<file path="src/rtl/flag_unit.sv">
// flag_unit: architectural flag register, conditional jump resolution and flag save stack
module flag_unit #(
  parameter int DEPTH = 4,
  parameter int AW    = 16
) (
  input  logic                         clk,
  input  logic                         rst_n,
  input  logic [3:0]                   alu_csr,
  input  logic                         flag_we,
  input  logic                         flag_save,
  input  logic                         flag_restore,
  input  logic                         br_valid,
  output logic                         br_ready,
  input  logic [2:0]                   br_cond,
  input  logic [AW-1:0]                br_target,
  output logic                         res_valid,
  input  logic                         res_ready,
  output logic                         res_take,
  output logic [AW-1:0]                res_target,
  output logic [3:0]                   flags,
  output logic [$clog2(DEPTH+1)-1:0]   stk_depth,
  output logic                         stk_err
);
  localparam int DW = $clog2(DEPTH + 1);
  localparam int IW = DEPTH > 1 ? $clog2(DEPTH) : 1;
  logic [3:0]    r_flags;
  logic [3:0]    r_stk [DEPTH];
  logic [DW-1:0] r_depth;
  logic          r_err;
  logic          r_res_valid;
  logic          r_res_take;
  logic [AW-1:0] r_res_target;
  logic          w_full;
  logic          w_empty;
  logic          w_pop_only;
  logic          w_push_only;
  logic          w_accept;
  logic          w_take;
  logic [3:0]    w_top;
  logic [3:0]    w_f;
  logic [7:0]    w_conds;
  assign w_full      = r_depth == DW'(DEPTH);
  assign w_empty     = r_depth == '0;
  assign w_pop_only  = flag_restore & !flag_save;
  assign w_push_only = flag_save & !flag_restore;
  assign w_top       = r_stk[IW'(r_depth - 1'b1)];
  // flag layout is {sign, zero, carry, overflow}; same-cycle ALU flags are forwarded
  assign w_f         = flag_we ? alu_csr : r_flags;
  assign w_conds     = {w_f[0], w_f[3] ^ w_f[0], w_f[3], !w_f[1], w_f[1], !w_f[2], w_f[2], 1'b1};
  assign w_take      = w_conds[br_cond];
  assign br_ready    = !(r_res_valid & !res_ready) & !flag_restore;
  assign w_accept    = br_valid & br_ready;
  assign res_valid   = r_res_valid;
  assign res_take    = r_res_take;
  assign res_target  = r_res_target;
  assign flags       = r_flags;
  assign stk_depth   = r_depth;
  assign stk_err     = r_err;
  // flag register, stack pointer and sticky error; restore outranks flag_we
  always_ff @(posedge clk or negedge rst_n) begin
    if (!rst_n) begin
      r_flags <= '0;
      r_depth <= '0;
      r_err   <= 1'b0;
    end else begin
      if (w_pop_only) begin
        if (!w_empty) begin
          r_flags <= w_top;
          r_depth <= r_depth - 1'b1;
        end else r_err <= 1'b1;
      end else if (flag_we) r_flags <= alu_csr;
      if (w_push_only) begin
        if (!w_full) r_depth <= r_depth + 1'b1;
        else r_err <= 1'b1;
      end
    end
  end
  // stack storage; entries above the pointer are never read so no reset is needed
  always_ff @(posedge clk) begin
    if (w_push_only && !w_full) r_stk[IW'(r_depth)] <= r_flags;
  end
  // registered jump decision with valid/ready hold
  always_ff @(posedge clk or negedge rst_n) begin
    if (!rst_n) begin
      r_res_valid  <= 1'b0;
      r_res_take   <= 1'b0;
      r_res_target <= '0;
    end else if (w_accept) begin
      r_res_valid  <= 1'b1;
      r_res_take   <= w_take;
      r_res_target <= br_target;
    end else if (res_ready) r_res_valid <= 1'b0;
  end
endmodule
</file>
<file path="config.mk">
export PLATFORM = sky130hd
export DESIGN_NAME = flag_unit
export DESIGN_NICKNAME = d
export VERILOG_FILES = /design/src/rtl/flag_unit.sv
export SDC_FILE = /design/constraint.sdc
export NUM_CORES = 1
export LEC_CHECK = 0
export CORE_MARGIN = 1.5
export CORE_UTILIZATION = 50
export DETAILED_ROUTE_END_ITERATION = 8
export GPL_ROUTABILITY_DRIVEN = 0
export PLACE_DENSITY = 0.84
export SLEW_MARGIN = 10
export SYNTH_ARGS = -nofsm -noshare
export SYNTH_HDL_FRONTEND = slang
export SYNTH_SLANG_ARGS = --single-unit
</file>
<file path="constraint.sdc">
create_clock -name clk -period 3.15 [get_ports clk]
set_input_delay 0.63 -clock clk [delete_from_list [all_inputs] [get_ports clk]]
set_output_delay 0.63 -clock clk [all_outputs]
set_load 0.1 [all_outputs]
</file>
* Yosys cells after proc, flatten, opt, wreduce, memory -nomap -nowiden
Memories as Yosys holds them, arrays and structs flattened.
Cells that the tools add are included.
** Operators by class
- Magnitude comparators :: 1
- Equal/unequal tests :: 2
- Mux-type cells :: 17
- Bitwise logic cells :: 6
- Add/subtract/negate cells :: 2
- Reductions and logical operators :: 10
** Operator list (count)
- $mux 3 :: 4
- $mux 4 :: 3
- $mux 1 :: 9
- $logic_not 1->1 :: 7
- $and 1x1->1 :: 5
- $lt 3x4->1 const B :: 1
- $add 3x1->3 const B :: 1
- $bmux 1 s3 :: 1
- $eq 3x3->1 const B :: 1
- $logic_not 3->1 :: 1
- $sub 3x1->3 const B :: 1
- $ne 2x2->1 const B :: 1
- $reduce_bool 2->1 :: 1
- $logic_and 1x1->1 :: 1
- $xor 1x1->1 :: 1
** Word-level totals
- Bits in writable memories :: 16
- Memories kept :: 1
- Register bits after elaboration :: 26
** Memories
- r_stk :: words 4, width 4, read ports 1, clocked after Yosys merged registers in 0, write ports 1, RTL line 27 : logic [3:0] r_stk [DEPTH];

* Depth between registers and ports, before layout
Gate-level depths: netlist of run 1.
- Word-level depth :: 6
- Mapped depth :: 9
- Depth with buffers taken out :: 7

* Worst setup path before layout of run 1
No wires, ideal clock.
- Path type :: reg2out
- From :: register r_res_valid, in the netlist res_valid
- To :: output br_ready
- Buffers on the path :: 0
- Data arrival time :: 2284 ps
- Cell stages (with the launch flop) :: 3
- Slack :: 236 ps
- Cells stage by stage :: dfrtp_1 nor2b_1 nor2_1
** On the way
- Word-level cells in the longest chain between the ends :: 3
** Ends and longest elaborated chain
- from (decl) :: RTL line 30 : logic r_res_valid;
- from (signal assigned) :: RTL line 85 : r_res_valid <= 1'b0;
- from (signal assigned) :: RTL line 89 : r_res_valid <= 1'b1;
- from (signal assigned) :: RTL line 92 : end else if (res_ready) r_res_valid <= 1'b0;
- $and 1x1->1 :: RTL line 51 : assign br_ready = !(r_res_valid & !res_ready) & !flag_restore;
- $logic_not 1->1 :: RTL line 51
- $and 1x1->1 :: RTL line 51
- to (decl) :: RTL line 13 : output logic br_ready,
Every way passes these cells.

* Worst setup path in the final report of run 1
- From :: input flag_restore
- To :: output br_ready
** On the way
- Word-level cells in the longest chain between the ends :: 2
** Ends and longest elaborated chain
- from (decl) :: RTL line 11 : input logic flag_restore,
- $logic_not 1->1 :: RTL line 51
- $and 1x1->1 :: RTL line 51
Every way passes these cells.

==> impl_metrics.tcl, run 1 <==
set metrics [dict create \
    status "complete, no violations" \
    sw_frac_of_total_pct 47.14 \
    crit_start "flag_restore" \
    synth_top_area_cell "dfrtp_1" \
    vdd.ir_drop.worst_uv 529.6 \
    hp-class "flop to flop" \
    cp-start-kind "primary input" \
    post-cts-setup-buffer-count 0 \
    drc 0 \
    overflow 0 \
    switchingPower_mw 1.133 \
    drt_iter0_drc 61 \
    antenna_found_initial 0 \
    die_h_um 64.51 \
    p_int_mw 1.270 \
    n_antenna_cell 0 \
    fp.coreArea_um2 3633 \
    wl_um 4056 \
    cp_max_fo 8 \
    avgSynthCellArea_um2 14.22 \
    syn-instance-count 133 \
    setup_viol 0 \
    cts_max_level 2 \
    synth_edf_count 16 \
    syn_nets 170 \
    synth_area_um2 1892 \
    tns_ns 0 \
    wl_per_cell_um 16.62 \
    clk_pin_slew_worst_paths_ns 0.08 \
    finish.utilization_pct 70.42 \
    nets 232 \
    synth_cell_types 31 \
    worstMarginPinSlew_ns 0.4746 \
    path_class "primary input to output port" \
    synth-main-ff-cell "dfrtp_1" \
    async_reset_ff_share_pct 61.90 \
    fillers 258 \
    power_frac_seq_pct 33.0 \
    grt_max_degree 27 \
    grt_pass1_wl_um 6872 \
    drtPass1Iterations 4 \
    leakage_nw 1.053 \
    tritoncts "built" \
    fp.dieArea_um2 4162 \
    max_cap_viol_count 0 \
    p_per_area_nw_per_um2 939.3 \
    synth_area_leaders "dfrtp_1 34%, edfxtp_1 25%, mux2_2 11%" \
    most-common-layout-cells "30 x buf_4, 29 x clkdlybuf4s50_1, 26 x dfrtp_1" \
    num_vias 1297 \
    skew_ns 0.002474 \
    first_global_vias 1413 \
    yosysTopAreaCellShare_pct 34.39 \
    root_buffer "clkbuf_8" \
    io_buffers 56 \
    rsz0062_at_grt "false" \
    finalHoldViolCount 0 \
    cp_data_arrival_time_ns 1.59 \
    clk_latency_ns 0.29 \
    min_period_ns 2.221 \
    ys_ff_latch 42 \
    ant_nets 0 \
    place_hpwl_um 3091 \
    routed_via_density 5.316 \
    clkPwrFrac_pct 17.2 \
    drive_gt1_share_pct 33.16 \
    min_from "stk_err" \
    multiInputGateArea_um2 728.2 \
    cts_sinks 42 \
    die-width_um 64.51 \
    grtUsageTotal_pct 22.34 \
    comb_power_share_pct 49.8 \
    area_growth_syn_to_layout_pct 35.25 \
    ios 57 \
    ys_seq_area_share_pct 59.79 \
    maxSlewViolCount 0 \
    yosysWarnings 0 \
    end_kind "output port" \
    clockBufferDepth 2 \
    post-route-period-util_pct 70.50 \
    cts_resized 0 \
    rr_startpoint "stk_depth[1]" \
    max_clock_freq_ghz 0.4503 \
    cts_hold_buf 0 \
    relSlewSlack_pct 68.22 \
    initial_core_util_pct 52.07 \
    fp-row-count 22 \
    numCtsBuffers 5 \
    final_common_cell "buf_4" \
    seq_area_um2 1131 \
    crit_required_ns 2.52 \
]
## final cells by class
| class | count | area share, % |
|---|---|---|
| Sequential cell | 42 | 44.21 |
| Multi-Input combinational cell | 83 | 28.46 |
| Timing Repair Buffer | 59 | 20.15 |
| Clock buffer | 5 | 2.689 |
| Tap cell | 48 | 2.347 |
| Clock inverter | 3 | 1.565 |
| Inverter | 4 | 0.5868 |
## sequential cells by signal (all words and copies together) (netlist names)
| signal | flops |
|---|---|
| res_target | 16 |
| stk_depth | 3 |
| res_take | 1 |
| r_stk | 16 |
| stk_err | 1 |
| flags | 4 |
| res_valid | 1 |
## cell families (layout without fill, tap and decap cells)
kind of cell	Yosys count	count (layout)	share of synthesized area (%)
xor gates and xnor gates	3	3	1.389
and+or+nand+nor	33	33	9.723
muxes	25	25	17.79
AOI/OAI and AO/OA	15	15	4.695
buffers and inverters	8	71	1.984
DFF	42	42	59.79
adders and majority gates	7	7	4.629
## final timing paths
path | end | slack (ns) | depth (start not counted)
worst max-delay path | br_ready | 0.93 | 3
worst min-delay path | stk_err | 0.50 | 2
worst max register to register | stk_depth[1] | 1.14 | 7
worst min register to register | stk_err | 0.50 | 2
max in group asynchronous | stk_depth[2] | 2.20 | 2
min in group asynchronous | res_target[1] | 0.70 | 2
## routing by layer
layer	global-route usage, %	wire, um	vias to the layer above
met3	6.944	243	9
met1	27.33	1677	641
li1	-	-	603
met2	37.37	2064	44
met4	8.245	70	0
met5	0	0	-
## synth_stat cells, drive strengths merged (2+ instances only)
master  count
a211oi      2
a21oi       4
and2        4
buf         4
dfrtp      26
edfxtp     16
ha          7
inv         4
mux2       19
mux4        5
nand2       3
nor2       12
nor2b       5
o21ai       3
o22ai       5
xnor2       3
## power groups by stage
| stage | combinational, mW | clock, mW | sequential (mW) |
|---|---|---|---|
| after floorplan | 0.327 | 0 | 1.38 |
| after global routing | 1.25 | 0.445 | 0.813 |
| final | 1.20 | 0.414 | 0.793 |
| after global placement | 1.18 | 0 | 0.800 |
| after CTS | 1.20 | 0.425 | 0.796 |
| after detailed placement | 1.20 | 0 | 0.805 |
## through the flow
stage / total power [mW] / hold slack [ns] / instance area, um^2 / std cells / setup slack (ns)
floorplan: 1.709 / 0.3344 / 1892 / 133 / 0.2356
global placement: 1.984 / 0.4936 / 2450 / 236 / 0.8056
detailed placement: 2.006 / 0.4969 / 2450 / 236 / 0.6990
CTS: 2.425 / 0.5190 / 2559 / 244 / 0.9192
global route: 2.513 / 0.5351 / 2559 / 244 / 0.8562
finish: 2.403 / 0.5044 / 2559 / 244 / 0.9293
## critical path, stage by stage
cell and delay (ns):
clkdlybuf4s50_1 0.51, nor2_1 0.15, buf_4 0.30
Power figures use the tool's default switching activity.
==> inputs of run 2 (changes only) <==
--- a/config.mk
+++ b/config.mk
@@ -6,10 +6,10 @@
 export NUM_CORES = 1
 export LEC_CHECK = 0
 export CORE_MARGIN = 1.5
-export CORE_UTILIZATION = 50
+export CORE_UTILIZATION = 42
 export DETAILED_ROUTE_END_ITERATION = 8
 export GPL_ROUTABILITY_DRIVEN = 0
-export PLACE_DENSITY = 0.84
+export PLACE_DENSITY = 0.76
 export SLEW_MARGIN = 10
 export SYNTH_ARGS = -nofsm -noshare
 export SYNTH_HDL_FRONTEND = slang
==> constraint.sdc (replaced) <==
create_clock -name clk -period 2 [get_ports clk]
set_input_delay 0.4 -clock clk [delete_from_list [all_inputs] [get_ports clk]]
set_output_delay 0.4 -clock clk [all_outputs]
set_load 0.1 [all_outputs]
==> impl_metrics.tcl, run 2 (same netlist as run 1, synthesis figures left out) <==
set metrics [dict create \
    status "complete, no violations" \
    wl_met3_um 304 \
    tns_ns 0 \
    cts_max_level 2 \
    cts_sinks 42 \
    design_area_um2 2738 \
    r2r_slack_ns 0.13 \
    maxUsedRoutingLayer "met4" \
    crit_required_ns 2.18 \
    min_period_ns 1.868 \
    root_buffer "clkbuf_8" \
    numCtsBuffers 5 \
    clockBufferDepth 2 \
    antenna_found_initial 0 \
    num_vias 1283 \
    drt-met1-wl_um 1601 \
    fp.coreArea_um2 4354 \
    skew_ns 0.003332 \
    die_h_um 70.12 \
    leakage_nw 1.105 \
    cp-start-kind "flop" \
    drt_iter0_drc 47 \
    worstReg2RegEnd "stk_depth[1]" \
    cp_data_arrival_time_ns 2.05 \
    place_area_um2 2648 \
    post-route-period-util_pct 93.38 \
    end_kind "flop" \
    wl_per_cell_um 15.15 \
    die-width_um 70.12 \
    cp_max_fo 5 \
    clk_latency_ns 0.29 \
    cts_hold_buf 0 \
    vdd.ir_drop.worst_uv 716.5 \
    fillers 337 \
    drtPass1Iterations 4 \
    path_class "flop to flop" \
    fp.dieArea_um2 4916 \
    routed_via_density 5.051 \
    nets 238 \
    rr_startpoint "stk_depth[1]" \
    p_per_area_nw_per_um2 1433 \
    finalHoldViolCount 0 \
    cts_resized 0 \
    tritoncts "built" \
    r2r_cells 7 \
    fp-row-count 24 \
    clk_pin_slew_worst_paths_ns 0.07 \
    crit_start "stk_depth[1]" \
    drc 0 \
    first_global_vias 1385 \
    io_buffers 56 \
    worstMarginPinSlew_ns 0.3966 \
    route.met2.wl_um 1904 \
    most-common-layout-cells "29 x clkdlybuf4s50_1, 28 x buf_4, 22 x dfrtp_1" \
    ios 57 \
    finish.utilization_pct 62.87 \
    grt_max_degree 27 \
    stdcell_count 254 \
    grtUsageTotal_pct 17.02 \
    post-cts-setup-buffer-count 0 \
    maxSlewViolCount 0 \
    overflow 0 \
    n_antenna_cell 0 \
    grt_pass1_wl_um 6499 \
    crit_end "stk_depth[1]" \
    initial_core_util_pct 43.45 \
    placed_cells 246 \
    drive_gt1_share_pct 38.61 \
    ant_nets 0 \
    final_common_cell "clkdlybuf4s50_1" \
    place_hpwl_um 3027 \
    hp-class "primary input to asynchronous set/reset pin" \
    setup_ws_ns 0.1325 \
    max_clock_freq_ghz 0.5355 \
    relSlewSlack_pct 73.51 \
    dp_slack_ns 0.03378 \
    area_growth_syn_to_layout_pct 44.71 \
    max_cap_viol_count 0 \
    setup_viol 0 \
    rsz0062_at_grt "false" \
    wl_um 3847 \
]
## run 2: how the worst min path moves through the flow
| stage | startpoint | end | slack (ns) | depth (start not counted) |
|---|---|---|---|---|
| final | rst_n | res_target[2] | 0.47 | 2 |
| after global routing | rst_n | res_target[7] | 0.49 | 2 |
| after CTS | rst_n | res_target[1] | 0.48 | 2 |
| after detailed placement | stk_err | stk_err | 0.49 | 2 |
| after global placement | stk_err | stk_err | 0.49 | 2 |
| after floorplan | rst_n | flags[0] | 0.10 | 0 |
## run 2: final cells by class
class                   count  area [um^2]  area share (%)
inverters                   4        17.52          0.6399
well taps                  52        65.06           2.377
clock buffers               6        82.58           3.016
multi-input cells          83        763.2           27.88
clock inverters             2        7.507          0.2742
repair buffers             65        660.6           24.13
flip-flops and latches     42         1141           41.68
## run 2: metal layers
metal	GRT usage [%]	vias to the layer above
li1	-	615
met4	4.915	0
met3	6.638	3
met5	0	-
met1	20.75	617
met2	28.15	48
## run 2: power by group
part	internal, mW	switching [mW]
sequential	1.11	0.168
combinational	0.704	1.39
clock	0.271	0.275
total	2.09	1.83
## run 2: stage by stage
stage / power (mW) / hold WS (ns)
after floorplan: 2.774 / 0.1044
after global placement: 3.363 / 0.4899
after detailed placement: 3.406 / 0.4946
after CTS: 3.954 / 0.4759
after global routing: 4.094 / 0.4940
final: 3.922 / 0.4702
## run 2: critical path, cell delays in order (launching register included)
cell     delay, ns
dfrtp_4       0.46
inv_1         0.10
ha_4          0.19
ha_4          0.16
or3b_1        0.42
nand2_1       0.09
o21ai_1       0.06
mux2_2        0.26
==> inputs of run 3 (changes only) <==
--- a/config.mk
+++ b/config.mk
@@ -6,10 +6,12 @@
 export NUM_CORES = 1
 export LEC_CHECK = 0
 export CORE_MARGIN = 1.5
-export CORE_UTILIZATION = 42
+export CORE_UTILIZATION = 44
+export CTS_BUF_LIST = sky130_fd_sc_hd__clkbuf_8
 export DETAILED_ROUTE_END_ITERATION = 8
 export GPL_ROUTABILITY_DRIVEN = 0
-export PLACE_DENSITY = 0.76
+export HOLD_SLACK_MARGIN = 0.02
+export PLACE_DENSITY = 0.79
 export SLEW_MARGIN = 10
 export SYNTH_ARGS = -nofsm -noshare
 export SYNTH_HDL_FRONTEND = slang
==> impl_metrics.tcl, run 3 (same netlist as run 1, synthesis figures left out) <==
set metrics [dict create \
    status "complete, no violations" \
    vdd.ir_drop.worst_uv 776.3 \
    worstMarginPinSlew_ns 0.3481 \
    fp.coreArea_um2 4058 \
    routed_via_density 5.194 \
    tritoncts "built" \
    overflow 0 \
    hp-class "primary input to asynchronous set/reset pin" \
    maxSlewViolCount 0 \
    drt_iter0_drc 85 \
    dp_slack_ns 0.008673 \
    cts_hold_buf 0 \
    clk_pin_slew_worst_paths_ns 0.07 \
    max_cap_viol_count 0 \
    ios 57 \
    io_buffers 56 \
    r2r_slack_ns 0.19 \
    cp_max_fo 5 \
    clockBufferDepth 2 \
    wl_um 3871 \
    root_buffer "clkbuf_8" \
    cts_max_level 2 \
    tns_ns 0 \
    fp.dieArea_um2 4702 \
    numCtsBuffers 5 \
    place_hpwl_um 3073 \
    num_vias 1314 \
    first_global_vias 1407 \
    leakage_nw 1.112 \
    critPathMostFrequentCell "ha_4" \
    cts_resized 0 \
    nets 239 \
    antenna_found_initial 0 \
    grt_max_degree 27 \
    critPathSlowestCell "dfrtp_4" \
    post-route-period-util_pct 90.53 \
    wl_per_cell_um 15.30 \
    setup_ws_ns 0.1894 \
    end_kind "flop" \
    min_period_ns 1.811 \
    grt_pass1_wl_um 6561 \
    stdcell_count 253 \
    worstReg2RegEnd "stk_depth[1]" \
    rr_startpoint "stk_depth[1]" \
    setup_viol 0 \
    critPathMaxStageDelay_ns 0.45 \
    max_clock_freq_ghz 0.5523 \
    p_per_area_nw_per_um2 1437 \
    post-cts-setup-buffer-count 0 \
    n_antenna_cell 0 \
    cp_data_arrival_time_ns 1.99 \
    clk_latency_ns 0.29 \
    drc 0 \
    p_total_mw 3.941 \
    die-width_um 68.57 \
    path_class "flop to flop" \
    most-common-layout-cells "29 x clkdlybuf4s50_1, 29 x buf_4, 22 x dfrtp_1" \
    rsz0062_at_grt "false" \
    die_h_um 68.57 \
    cp-start-kind "flop" \
    ant_nets 0 \
    initial_core_util_pct 46.62 \
    placed_cells 245 \
    r2r_cells 7 \
    relSlewSlack_pct 76.79 \
    crit_required_ns 2.18 \
    drtPass1Iterations 4 \
    area_growth_syn_to_layout_pct 44.97 \
    drive_gt1_share_pct 38.92 \
    finalHoldViolCount 0 \
    cts_sinks 42 \
    fillers 291 \
    skew_ns 0.001714 \
    path_cells "inv_1 -> ha_4 -> ha_4 -> or3b_1 -> nand2_1 -> o21ai_1 -> mux2_2" \
    grtUsageTotal_pct 19.64 \
    hold_slack_ns 0.4669 \
    fp-row-count 23 \
]
## run 3: cell types whose count changed in the layout (fill, tap and decap cells not counted)
cell	before	now
buf_4	28	29
## run 3: final cells by class
type	instances	area [um^2]	area share [%]
flip-flops and latches	42	1141	41.61
multi-input cells	83	763.2	27.83
repair buffers	66	668.1	24.36
clock buffers	6	82.58	3.011
well taps	50	62.56	2.281
inverters	4	17.52	0.6387
clock inverters	2	7.507	0.2737
## run 3: how the worst max path moves through the flow
stage,from,to,slack [ns],depth (start not counted)
final,stk_depth[1],stk_depth[1],0.19,7
after global routing,stk_depth[1],stk_depth[1],0.1,7
after CTS,stk_depth[1],stk_depth[1],0.19,7
after detailed placement,flag_restore,stk_depth[2],0.009,6
after global placement,flag_restore,stk_depth[1],0.04,5
after floorplan,stk_depth[0],stk_depth[1],-0.11,9
## run 3: metal layers
| metal | vias up | GRT usage [%] | part of all wire [%] |
|---|---|---|---|
| li1 | 616 | - | - |
| met3 | 8 | 7.792 | 7.7 |
| met1 | 641 | 22.54 | 41 |
| met4 | 0 | 7.250 | 1.6 |
| met5 | - | 0 | 0 |
| met2 | 49 | 33.05 | 49 |
## run 3: where the power goes
group | leakage [nW] | internal [mW] | switching (mW)
sequential | 0.439 | 1.11 | 0.189
clock | 0.0463 | 0.271 | 0.267
combinational | 0.626 | 0.724 | 1.38
## run 3: worst max-delay path: cells and delay by family (launching register included)
family	cells	cell delay, ns
fa+ha+maj	2	0.34
flops	1	0.45
buf+inv	1	0.11
mux	1	0.26
compound gates	1	0.06
simple gates	2	0.48
## run 3: metrics by stage
stage | util, % | cell area (um^2)
2_1_floorplan | - | 1952
3_3_place_gp | 65.37 | 2653
3_5_place_dp | 65.37 | 2653
4_1_cts | 67.59 | 2743
5_1_grt | 67.59 | 2743
6_report | 67.59 | 2743
